## src/rtl/ipv4_pkg.sv

```systemverilog
// Shared IPv4 definitions for the tx/rx IPv4 and UDP blocks.
package ipv4_pkg;

    localparam int unsigned IPV4_HDR_BYTES = 20;
    localparam int unsigned IPV4_HDR_BITS  = IPV4_HDR_BYTES * 8;
    localparam int unsigned IPV4_HDR_WORDS = IPV4_HDR_BYTES / 2;

    localparam logic [7:0]  IPV4_VER_IHL     = 8'h45;
    localparam logic [7:0]  IPV4_TOS         = 8'h00;
    localparam logic [15:0] IPV4_FLAGS_DF    = 16'h4000;
    localparam logic [15:0] IPV4_HDR_LEN     = 16'd20;
    localparam logic [15:0] IPV4_MAX_PAYLOAD = 16'd65515;

    localparam logic [7:0] IPV4_PROTO_TCP = 8'h06;
    localparam logic [7:0] IPV4_PROTO_UDP = 8'h11;

    typedef enum logic [1:0] {
        IDLE = 2'd0,
        CALC = 2'd1,
        HDR  = 2'd2,
        DATA = 2'd3
    } ipv4_state_t;

    // Header in wire order, first field in the MSBs.
    typedef struct packed {
        logic [7:0]  ver_ihl;
        logic [7:0]  tos;
        logic [15:0] total_len;
        logic [15:0] id;
        logic [15:0] flags_frag;
        logic [7:0]  ttl;
        logic [7:0]  protocol;
        logic [15:0] cksum;
        logic [31:0] src_ip;
        logic [31:0] dst_ip;
    } ipv4_hdr_t;

    function automatic logic [15:0] ipv4_total_len(input logic [15:0] payload_len);
        return payload_len + IPV4_HDR_LEN;
    endfunction

endpackage

```

## src/rtl/ipv4_cksum.sv

```systemverilog
// Two-step IPv4 header checksum: word sum, then double carry fold and invert.
// On receive, feeding the header with its checksum field gives 0 for a good header.
module ipv4_cksum
    import ipv4_pkg::*;
#(
    parameter int unsigned NWORDS = IPV4_HDR_WORDS
) (
    input  logic                  clk,
    input  logic                  rst_n,
    input  logic                  sum_en,
    input  logic                  fold_en,
    input  logic [NWORDS*16-1:0]  words,
    output logic [15:0]           cksum
);

    localparam int unsigned ACC_W = 16 + $clog2(NWORDS);

    logic [ACC_W-1:0] acc_q;
    logic [ACC_W-1:0] sum_c;
    logic [16:0]      fold1_c;
    logic [15:0]      fold2_c;

    // Plain sum of all header words plus the two carry folds of the accumulator.
    always_comb begin
        sum_c = '0;
        for (int unsigned i = 0; i < NWORDS; i++) begin
            sum_c = sum_c + ACC_W'(16'(words >> (16 * i)));
        end
        fold1_c = 17'(acc_q[15:0]) + 17'(acc_q[ACC_W-1:16]);
        fold2_c = fold1_c[15:0] + 16'(fold1_c[16]);
    end

    // Accumulator on the sum step, inverted folded result on the fold step.
    always_ff @(posedge clk) begin
        if (!rst_n) begin
            acc_q <= '0;
            cksum <= '0;
        end else begin
            if (sum_en) begin
                acc_q <= sum_c;
            end
            if (fold_en) begin
                cksum <= ~fold2_c;
            end
        end
    end

endmodule

```

## src/rtl/tx_ipv4.sv

```systemverilog
// IPv4 transmit framer: builds a 20-byte header and streams header + payload bytes.
module tx_ipv4
    import ipv4_pkg::*;
#(
    parameter int unsigned OCT = 8,
    parameter logic [7:0]  TTL = 8'd64
) (
    input  logic           TX_CLK,
    input  logic           rst_n,
    input  logic [31:0]    ip_addr,
    input  logic [31:0]    tx_dst_ip,
    input  logic [7:0]     tx_protocol,
    input  logic [15:0]    tx_data_len,
    input  logic           tx_start,
    output logic           tx_ready,
    output logic           tx_err,
    input  logic [OCT-1:0] tx_data,
    output logic           tx_data_req,
    output logic           tx_payload_ipv4,
    output logic [OCT-1:0] tx_payload
);

    localparam int unsigned        IDX_W    = 5;
    localparam logic [IDX_W-1:0]   LAST_IDX = IDX_W'(IPV4_HDR_BYTES - 1);

    ipv4_state_t      state_q, state_d;
    logic             calc_ph_q, calc_ph_d;
    logic [IDX_W-1:0] hdr_idx_q, hdr_idx_d;
    logic [15:0]      cnt_q, cnt_d;
    logic [31:0]      src_q, src_d;
    logic [31:0]      dst_q, dst_d;
    logic [7:0]       proto_q, proto_d;
    logic [15:0]      len_q, len_d;
    logic [15:0]      id_q, id_d;
    logic [OCT-1:0]   payload_q, payload_d;
    logic             valid_q, valid_d;
    logic             req_q, req_d;
    logic             ready_q, ready_d;
    logic             err_q, err_d;

    logic             sum_en_c;
    logic             fold_en_c;
    logic [15:0]      cksum_w;
    ipv4_hdr_t        hdr_c;
    ipv4_hdr_t        hdr_tx_c;
    logic [IPV4_HDR_BITS-1:0] hdr_flat_c;
    logic [7:0]       hdr_byte_c;

    // Header for the latched packet: checksum field zero for summing, real value for sending.
    always_comb begin
        hdr_c.ver_ihl    = IPV4_VER_IHL;
        hdr_c.tos        = IPV4_TOS;
        hdr_c.total_len  = ipv4_total_len(len_q);
        hdr_c.id         = id_q;
        hdr_c.flags_frag = IPV4_FLAGS_DF;
        hdr_c.ttl        = TTL;
        hdr_c.protocol   = proto_q;
        hdr_c.cksum      = '0;
        hdr_c.src_ip     = src_q;
        hdr_c.dst_ip     = dst_q;
        hdr_tx_c         = hdr_c;
        hdr_tx_c.cksum   = cksum_w;
        hdr_flat_c       = hdr_tx_c;
        hdr_byte_c       = 8'(hdr_flat_c >> {(LAST_IDX - hdr_idx_q), 3'b000});
    end

    ipv4_cksum #(
        .NWORDS (IPV4_HDR_WORDS)
    ) u_cksum (
        .clk     (TX_CLK),
        .rst_n   (rst_n),
        .sum_en  (sum_en_c),
        .fold_en (fold_en_c),
        .words   (hdr_c),
        .cksum   (cksum_w)
    );

    // Next-state and datapath decode.
    always_comb begin
        state_d   = state_q;
        calc_ph_d = calc_ph_q;
        hdr_idx_d = hdr_idx_q;
        cnt_d     = cnt_q;
        src_d     = src_q;
        dst_d     = dst_q;
        proto_d   = proto_q;
        len_d     = len_q;
        id_d      = id_q;
        payload_d = payload_q;
        valid_d   = 1'b0;
        err_d     = 1'b0;
        sum_en_c  = 1'b0;
        fold_en_c = 1'b0;

        case (state_q)
            IDLE: begin
                if (tx_start) begin
                    if (tx_data_len > IPV4_MAX_PAYLOAD) begin
                        err_d = 1'b1;
                    end else begin
                        src_d     = ip_addr;
                        dst_d     = tx_dst_ip;
                        proto_d   = tx_protocol;
                        len_d     = tx_data_len;
                        calc_ph_d = 1'b0;
                        state_d   = CALC;
                    end
                end
            end
            CALC: begin
                if (!calc_ph_q) begin
                    sum_en_c  = 1'b1;
                    calc_ph_d = 1'b1;
                end else begin
                    fold_en_c = 1'b1;
                    hdr_idx_d = '0;
                    state_d   = HDR;
                end
            end
            HDR: begin
                valid_d   = 1'b1;
                payload_d = OCT'(hdr_byte_c);
                hdr_idx_d = hdr_idx_q + IDX_W'(1);
                if (hdr_idx_q == LAST_IDX) begin
                    if (len_q == 16'd0) begin
                        id_d    = id_q + 16'd1;
                        state_d = IDLE;
                    end else begin
                        cnt_d   = len_q;
                        state_d = DATA;
                    end
                end
            end
            DATA: begin
                valid_d   = 1'b1;
                payload_d = tx_data;
                cnt_d     = cnt_q - 16'd1;
                if (cnt_q == 16'd1) begin
                    id_d    = id_q + 16'd1;
                    state_d = IDLE;
                end
            end
            default: begin
                state_d = IDLE;
            end
        endcase

        ready_d = (state_d == IDLE);
        req_d   = (state_d == DATA);
    end

    // State and output registers; reset aborts any packet in flight.
    always_ff @(posedge TX_CLK) begin
        if (!rst_n) begin
            state_q   <= IDLE;
            calc_ph_q <= 1'b0;
            hdr_idx_q <= '0;
            cnt_q     <= '0;
            src_q     <= '0;
            dst_q     <= '0;
            proto_q   <= '0;
            len_q     <= '0;
            id_q      <= '0;
            payload_q <= '0;
            valid_q   <= 1'b0;
            req_q     <= 1'b0;
            ready_q   <= 1'b1;
            err_q     <= 1'b0;
        end else begin
            state_q   <= state_d;
            calc_ph_q <= calc_ph_d;
            hdr_idx_q <= hdr_idx_d;
            cnt_q     <= cnt_d;
            src_q     <= src_d;
            dst_q     <= dst_d;
            proto_q   <= proto_d;
            len_q     <= len_d;
            id_q      <= id_d;
            payload_q <= payload_d;
            valid_q   <= valid_d;
            req_q     <= req_d;
            ready_q   <= ready_d;
            err_q     <= err_d;
        end
    end

    assign tx_ready        = ready_q;
    assign tx_err          = err_q;
    assign tx_data_req     = req_q;
    assign tx_payload_ipv4 = valid_q;
    assign tx_payload      = payload_q;

endmodule

```

## config.mk

```make
export PLATFORM = sky130hd
export DESIGN_NAME = tx_ipv4
export DESIGN_NICKNAME = d
export VERILOG_FILES = /design/src/rtl/ipv4_pkg.sv /design/src/rtl/ipv4_cksum.sv /design/src/rtl/tx_ipv4.sv
export SDC_FILE = /design/constraint.sdc
export NUM_CORES = 1
export LEC_CHECK = 0
export ABC_AREA = 1
export ABC_CLOCK_PERIOD_IN_PS = 11700
export BUFFER_PORTS_ARGS = -buffer_cell sky130_fd_sc_hd__buf_2
export CORE_AREA = 8 8 168 170
export DETAILED_ROUTE_END_ITERATION = 12
export DIE_AREA = 0 0 176 178
export PLACE_DENSITY = 0.77
export REMOVE_ABC_BUFFERS = 1
export SYNTH_ARGS = -nofsm -noshare
export SYNTH_HDL_FRONTEND = slang
export SYNTH_SLANG_ARGS = --single-unit
```

## constraint.sdc

```tcl
create_clock -name TX_CLK -period 11.7 [get_ports TX_CLK]
set_clock_uncertainty 0.2 [all_clocks]
set_input_delay 1.17 -clock TX_CLK [delete_from_list [all_inputs] [get_ports TX_CLK]]
set_output_delay 1.17 -clock TX_CLK [all_outputs]
set_load 0.02 [all_outputs]
```

==> flow_summary.json, run 1 <==
{
  "path_max_fanout": 5,
  "dp_cells": 2170,
  "synth_area_mm2": 0.01250,
  "critPathLaunch": "dst_q[16]$_SDFFE_PN0P_",
  "peakVddDrop_uv": 178.5,
  "p_leak_uw": 0.006304,
  "yosysUniqueCellTypes": 52,
  "outcome": "completed",
  "final_antenna_net_count": 0,
  "internal-power_uw": 1920,
  "synthFlopType": "dfxtp_1",
  "grt_pass1_vias": 11708,
  "endpoint_kind": "flip-flop",
  "slowest_stage": "fa_1",
  "synth_edf_count": 0,
  "htreeDepth": 4,
  "finalSetupViolCount": 0,
  "antenna_found_initial": 1,
  "seqPwrFrac_pct": 21.9,
  "async_flop_share_pct": 0,
  "r2r.worst_path.cells": 22,
  "fp.coreArea_mm2": 0.02562,
  "clk_pin_slew_ns": 0.07,
  "r2r-start": "dst_q[16]$_SDFFE_PN0P_",
  "numCtsBuffers": 17,
  "grt_pass1_wl_um": 61480,
  "path_cells": "ha_1, inv_1, fa_1, o21ai_0, a21oi_1, o21ai_0, a21oi_1, xnor2_1, fa_1, inv_1, fa_1, fa_1, inv_1, ha_1, nand2_1, nor2_1, nand3_1, nand3_1, a21oi_1, xnor2_1, o21bai_1, inv_1",
  "final_max_slew_viol_count": 0,
  "viasPerCell": 5.552,
  "post-cts-setup-buffers": 0,
  "post-route-util_pct": 54.07,
  "worstHoldPathType": "reg2reg",
  "diodes": 0,
  "hold_violations": 0,
  "hpwlAfterDp_um": 30160,
  "syn_area_per_cell_um2": 7.006,
  "timing.fmax_mhz": 188.4,
  "dr.pass1.iters": 6,
  "place.port_buffers": 110,
  "hold_slack_ns": 0.2719,
  "ys_ff_latch": 175,
  "critical-path-top-delay-family": "adder cells",
  "p_total_uw": 3815,
  "rows": 59,
  "cts_sinks": 175,
  "drive_above_1_share_pct": 11.47,
  "r2r_end": "u_cksum.acc_q[17]$_SDFFE_PN0P_",
  "syn_to_final_growth_pct": 10.80,
  "die_area_mm2": 0.03133,
  "maxSlewHeadroom_pct": 25.62,
  "routedWlPerCell_um": 17.68,
  "start_util_pct": 48.80,
  "cts_hold_buf": 0,
  "netSwitchingPower_uw": 1895,
  "synthCells": 1784,
  "p_sw_share_pct": 49.67,
  "clockRootBuffer": "clkbuf_16",
  "yosysWarnings": 0,
  "r2r_setup_slack_ns": 6.39,
  "power_frac_clock_pct": 16.7,
  "cp.arrival_ns": 5.43,
  "drt_iter0_drc": 1026,
  "critPathLaunchType": "flip-flop",
  "grt_max_degree": 114,
  "crit_type": "reg2reg",
  "die_w_um": 176,
  "pwr-share-comb_pct": 61.4,
  "fin_tns_setup_ns": 0,
  "period_needed_ns": 5.307,
  "cts_tree": "done",
  "drv_cap": 0,
  "cp.required_ns": 11.83,
  "worst-path-buf-inv": 4,
  "die_h_um": 178,
  "cts_buffer_depth": 2,
  "globalRouteTotalUtil_pct": 24.70,
  "insertion_delay_ns": 0.44,
  "drt-total-wl_um": 38920,
  "slowest_delay_ns": 0.55,
  "worst_slew_pin_slew_ns": 1.116,
  "power_density_mw_per_mm2": 275.5,
  "drc": 0,
  "ctsResizeCount": 0,
  "timing.final.crit_share_pct": 45.36,
  "fin_nets": 2066,
  "io_pins": 111,
  "rsz0062_at_grt": "no",
  "cp_num_cells": 22,
  "gp_congestion": 0.9614,
  "endpoint": "u_cksum.acc_q[17]$_SDFFE_PN0P_",
  "ys_seq_area_share_pct": 28.03,
  "vias": 12220,
  "stdcell_count": 2201,
  "grt_overflow_total": 0
}
cell type report:
type                    instances  area, um^2
well taps                     335       419.2
flip-flops and latches        175        3503
clock inverters                13       203.9
inverters                     311        1175
multi-input cells            1231        7498
fillers                      2484       11770
clock buffers                  18       439.2
repair buffers                118       610.6
sequential cells by signal, summed over array words and instances, names as in the netlist:
signal	flops
u_cksum.cksum	16
hdr_idx_q	5
u_cksum.acc_q	19
len_q	16
dst_q	32
tx_ready	1
src_q	32
tx_payload_ipv4	1
state_q	2
cnt_q	16
tx_err	1
tx_data_req	1
proto_q	8
calc_ph_q	1
id_q	16
tx_payload	8
worst reg2reg max path, stage by stage, from the launching register on:
cell and delay [ns]:
dfxtp_1 0.35, ha_1 0.16, inv_1 0.09, fa_1 0.44, o21ai_0 0.30, a21oi_1 0.15
o21ai_0 0.29, a21oi_1 0.14, xnor2_1 0.16, fa_1 0.52, inv_1 0.06, fa_1 0.51
fa_1 0.55, inv_1 0.04, ha_1 0.36, nand2_1 0.12, nor2_1 0.16, nand3_1 0.09
nand3_1 0.12, a21oi_1 0.09, xnor2_1 0.13, o21bai_1 0.12, inv_1 0.05
cell usage in the layout, fill, tap and decap left out, drive strengths merged, types with 3 or more instances in the layout:
cell type,instances
xor2,32
o21bai,5
a31oi,10
buf,118
nand4,22
bufinv,4
clkbuf,18
ha,55
o21ai,173
inv,311
nand2,350
xnor2,16
a21oi,191
nand3,102
fa,58
a22o,6
a21o,4
o221ai,18
o31ai,3
a211oi,5
o21a,5
nor2,132
nor3,12
clkinv,7
nor4,5
o211ai,14
dfxtp,175
per-stage QoR:
stage,cell area (um^2),setup slack [ns]
after CTS,13850,6.437
after detailed placement,13210,6.466
after global placement,13210,6.530
final,13850,6.393
after floorplan,12170,6.922
after global routing,13850,6.047
synth_stat cells (2+ instances only):
library cell	instances	area, um^2
buf_4	6	45.04
clkinv_2	2	10.01
nand3_1	98	490.5
o31ai_1	2	15.01
nand2_4	3	33.78
o22ai_1	2	12.51
buf_6	3	33.78
nand4_1	22	137.6
o21ai_0	161	805.8
a21o_1	4	30.03
dfxtp_1	175	3503
xnor2_1	15	131.4
nor3_1	11	55.05
nand3b_1	2	15.01
inv_4	2	12.51
nor4_1	5	31.28
o221ai_1	18	157.7
inv_2	12	45.04
nor2_2	13	81.33
xor2_1	32	280.3
o21bai_1	5	37.54
nand3_2	4	40.04
inv_1	294	1104
a21oi_1	190	950.9
nand2_1	332	1246
buf_2	25	125.1
o32ai_1	2	17.52
nor2_1	112	420.4
o211ai_1	14	105.1
nor2_4	7	78.83
a211oi_1	5	37.54
clkbuf_1	32	120.1
fa_1	58	1161
or2_2	2	12.51
a22o_1	6	52.55
a31oi_1	10	62.56
o21a_1	5	37.54
ha_1	55	688.2
nand2_2	15	93.84
o21ai_1	11	55.05
power groups by stage:
stage	sequential (uW)	combinational, uW	clock (uW)
final	834	2340	637
after global routing	849	2650	665
after CTS	831	2340	640
after detailed placement	844	2330	0
after global placement	839	2310	0
after floorplan	822	1700	0
routing by layer:
layer  vias to the layer above  track usage, %  wire [um]
li1                       5929               -          -
met1                      5759           32.10      16770
met2                       483           41.28      18400
met3                        47           4.890       3126
met4                         2           6.676        598
met5                         -               0         24
kinds of logic after synthesis:
kind of cell,count (synthesis),synth area share (%)
flip-flops,175,28.03
buffers and inverters,378,12.02
AND/OR/NAND/NOR,627,21.97
adder cells (fa/ha/maj),113,14.79
XOR/XNOR,48,3.424
AO/OA/AOI/OAI,443,19.76
worst min-delay path by stage:
stage / startpoint / endpoint / slack (ns) / cells after the start
floorplan: cnt_q[11]$_SDFFE_PN0P_ / cnt_q[11]$_SDFFE_PN0P_ / 0.24 / 2
global placement: cnt_q[11]$_SDFFE_PN0P_ / cnt_q[11]$_SDFFE_PN0P_ / 0.25 / 2
detailed placement: cnt_q[11]$_SDFFE_PN0P_ / cnt_q[11]$_SDFFE_PN0P_ / 0.26 / 2
CTS: cnt_q[11]$_SDFFE_PN0P_ / cnt_q[11]$_SDFFE_PN0P_ / 0.27 / 2
global route: dst_q[19]$_SDFFE_PN0P_ / dst_q[19]$_SDFFE_PN0P_ / 0.29 / 2
finish: tx_payload[1]$_SDFFE_PN0P_ / tx_payload[1]$_SDFFE_PN0P_ / 0.27 / 2
No activity file was read; power rests on OpenSTA's default activity.
==> inputs of run 2 (changes only) <==
ABC_CLOCK_PERIOD_IN_PS = 5500   (was 11700)
clock period = 5.5 ns   (was 11.7 ns; I/O delays follow)
==> flow_summary.json, run 2 (same netlist as run 1, synthesis figures left out) <==
{
  "register_area_mm2": 0.003503,
  "slowest_delay_ns": 0.54,
  "drv_cap": 0,
  "die_area_mm2": 0.03133,
  "timing.fmax_mhz": 194.6,
  "final_cell_mix": "nand2_1 (332), inv_1 (294), a21oi_1 (190)",
  "fin_nets": 2068,
  "slowest_stage": "fa_1",
  "cts_sinks": 175,
  "syn_to_final_growth_pct": 10.61,
  "worst-path-buf-inv": 5,
  "critical-path-top-delay-family": "adder cells",
  "r2r_setup_slack_ns": 0.36,
  "stdcell_count": 2204,
  "power_density_mw_per_mm2": 585.9,
  "final_common_cell": "nand2_1",
  "drive_above_1_share_pct": 11.61,
  "timing.final.crit_share_pct": 93.42,
  "r2r_end": "u_cksum.acc_q[11]$_SDFFE_PN0P_",
  "top_regs": "dst_q x32, src_q x32, u_cksum.acc_q x19",
  "worst_slew_pin_slew_ns": 1.004,
  "r2r.worst_path.cells": 20,
  "hold_end": "tx_err$_SDFF_PN0_",
  "dp_cells": 2172,
  "grt_pass1_wl_um": 61960,
  "numCtsBuffers": 17,
  "finalSetupViolCount": 0,
  "post-cts-setup-buffers": 0,
  "viasPerCell": 5.518,
  "multiInputGateArea_mm2": 0.007498,
  "outcome": "completed",
  "critPathLaunchType": "flip-flop",
  "hold_depth": 3,
  "drt-total-wl_um": 38870,
  "path_max_fanout": 4,
  "cp.arrival_ns": 5.28,
  "crit_type": "reg2reg",
  "clk_pin_slew_ns": 0.08,
  "hold_violations": 0,
  "globalRouteTotalUtil_pct": 24.79,
  "critPathLaunch": "dst_q[0]$_SDFFE_PN0P_",
  "clockRootBuffer": "clkbuf_16",
  "min_from": "tx_start",
  "die_h_um": 178,
  "cts_hold_buf": 0,
  "gp_congestion": 1.001,
  "io_pins": 111,
  "insertion_delay_ns": 0.45,
  "rsz0062_at_grt": "no",
  "fin_tns_setup_ns": 0,
  "endpoint_kind": "flip-flop",
  "routedWlPerCell_um": 17.63,
  "final_antenna_net_count": 0,
  "peakVddDrop_uv": 374.2,
  "die_w_um": 176,
  "drt_iter0_drc": 1211,
  "place.port_buffers": 110,
  "maxSlewHeadroom_pct": 32.84,
  "grt_pass1_vias": 11890,
  "r2r-start": "dst_q[0]$_SDFFE_PN0P_",
  "dr.pass1.iters": 5,
  "vias": 12162,
  "diodes": 0,
  "cp.required_ns": 5.64,
  "grt_max_degree": 95,
  "cts_tree": "done",
  "start_util_pct": 48.80,
  "p_leak_uw": 0.006299,
  "hpwlAfterDp_um": 30280,
  "cts_buffer_depth": 2,
  "worstHoldPathType": "in2reg",
  "htreeDepth": 4,
  "path_cells": "ha_1, inv_1, fa_1, o31ai_1, xnor2_1, inv_1, fa_1, inv_1, fa_1, fa_1, inv_1, ha_1, a21oi_1, a21boi_0, o21ai_0, nand3_1, a21o_1, nand3_1, nand2_1, inv_1",
  "antenna_found_initial": 0,
  "drc": 0,
  "path_common_cell": "inv_1",
  "period_needed_ns": 5.138,
  "final_max_slew_viol_count": 0,
  "fp.coreArea_mm2": 0.02562,
  "rows": 59,
  "grt_overflow_total": 0,
  "fill_cells": 2506
}
## run 2: changes by cell type in the layout (fill, tap and decap cells not counted), moves of 2 or more
| cell | previous run | this run |
|---|---|---|
| bufinv_16 | 4 | 0 |
| inv_12 | 0 | 2 |
| inv_8 | 0 | 4 |
| o21ai_0 | 161 | 159 |
| o21ai_1 | 11 | 13 |
## run 2: timing repair
action                     CTS  global route
resized for setup            0             2
hold endpoints to repair     0             0
setup endpoints to repair    0             5
## run 2: tightest hold or removal path: stages
cell and delay (ns):
buf_2 0.11, inv_1 0.06, nor4_1 0.05
## run 2: worst max path at each step
stage                                          end  slack [ns]  cells after the start
finish              u_cksum.acc_q[11]$_SDFFE_PN0P_        0.36                     20
global route        u_cksum.acc_q[16]$_SDFFE_PN0P_        0.07                     23
CTS                 u_cksum.acc_q[17]$_SDFFE_PN0P_        0.33                     22
detailed placement  u_cksum.acc_q[17]$_SDFFE_PN0P_        0.34                     22
global placement    u_cksum.acc_q[17]$_SDFFE_PN0P_        0.39                     22
floorplan           u_cksum.acc_q[17]$_SDFFE_PN0P_        0.72                     22
## run 2: through the flow
| stage | utilization [%] | hold WS [ns] | cell area, um^2 | total power, uW | setup slack [ns] |
|---|---|---|---|---|---|
| floorplan | - | 0.2389 | 12170 | 5366 | 0.7222 |
| global placement | 51.66 | 0.2546 | 13230 | 6768 | 0.3867 |
| detailed placement | 51.66 | 0.2560 | 13230 | 6829 | 0.3391 |
| CTS | 53.97 | 0.1411 | 13830 | 8100 | 0.3260 |
| global route | 53.97 | 0.1487 | 13830 | 8854 | 0.07127 |
| finish | 53.97 | 0.1529 | 13830 | 8101 | 0.3621 |
## run 2: cell type report
type	instances	area share, %
multi-input cells	1231	54.24
flip-flops and latches	175	25.34
inverters	311	8.498
repair buffers	120	4.615
clock buffers	17	3.077
well taps	335	3.032
clock inverters	15	1.204
## run 2: routing by layer
layer	track usage [%]	share of wire [%]	up-vias
li1	-	-	5928
met1	32.44	43	5692
met2	40.57	46	467
met3	3.959	7.7	75
met4	9.573	2.8	0
met5	0	0	-
## run 2: report_power, final
group          internal [uW]  total (uW)  leakage (uW)  switching (uW)
clock network            615        1240      0.000288             629
logic                   1840        5070       0.00457            3240
registers               1530        1780       0.00144             255
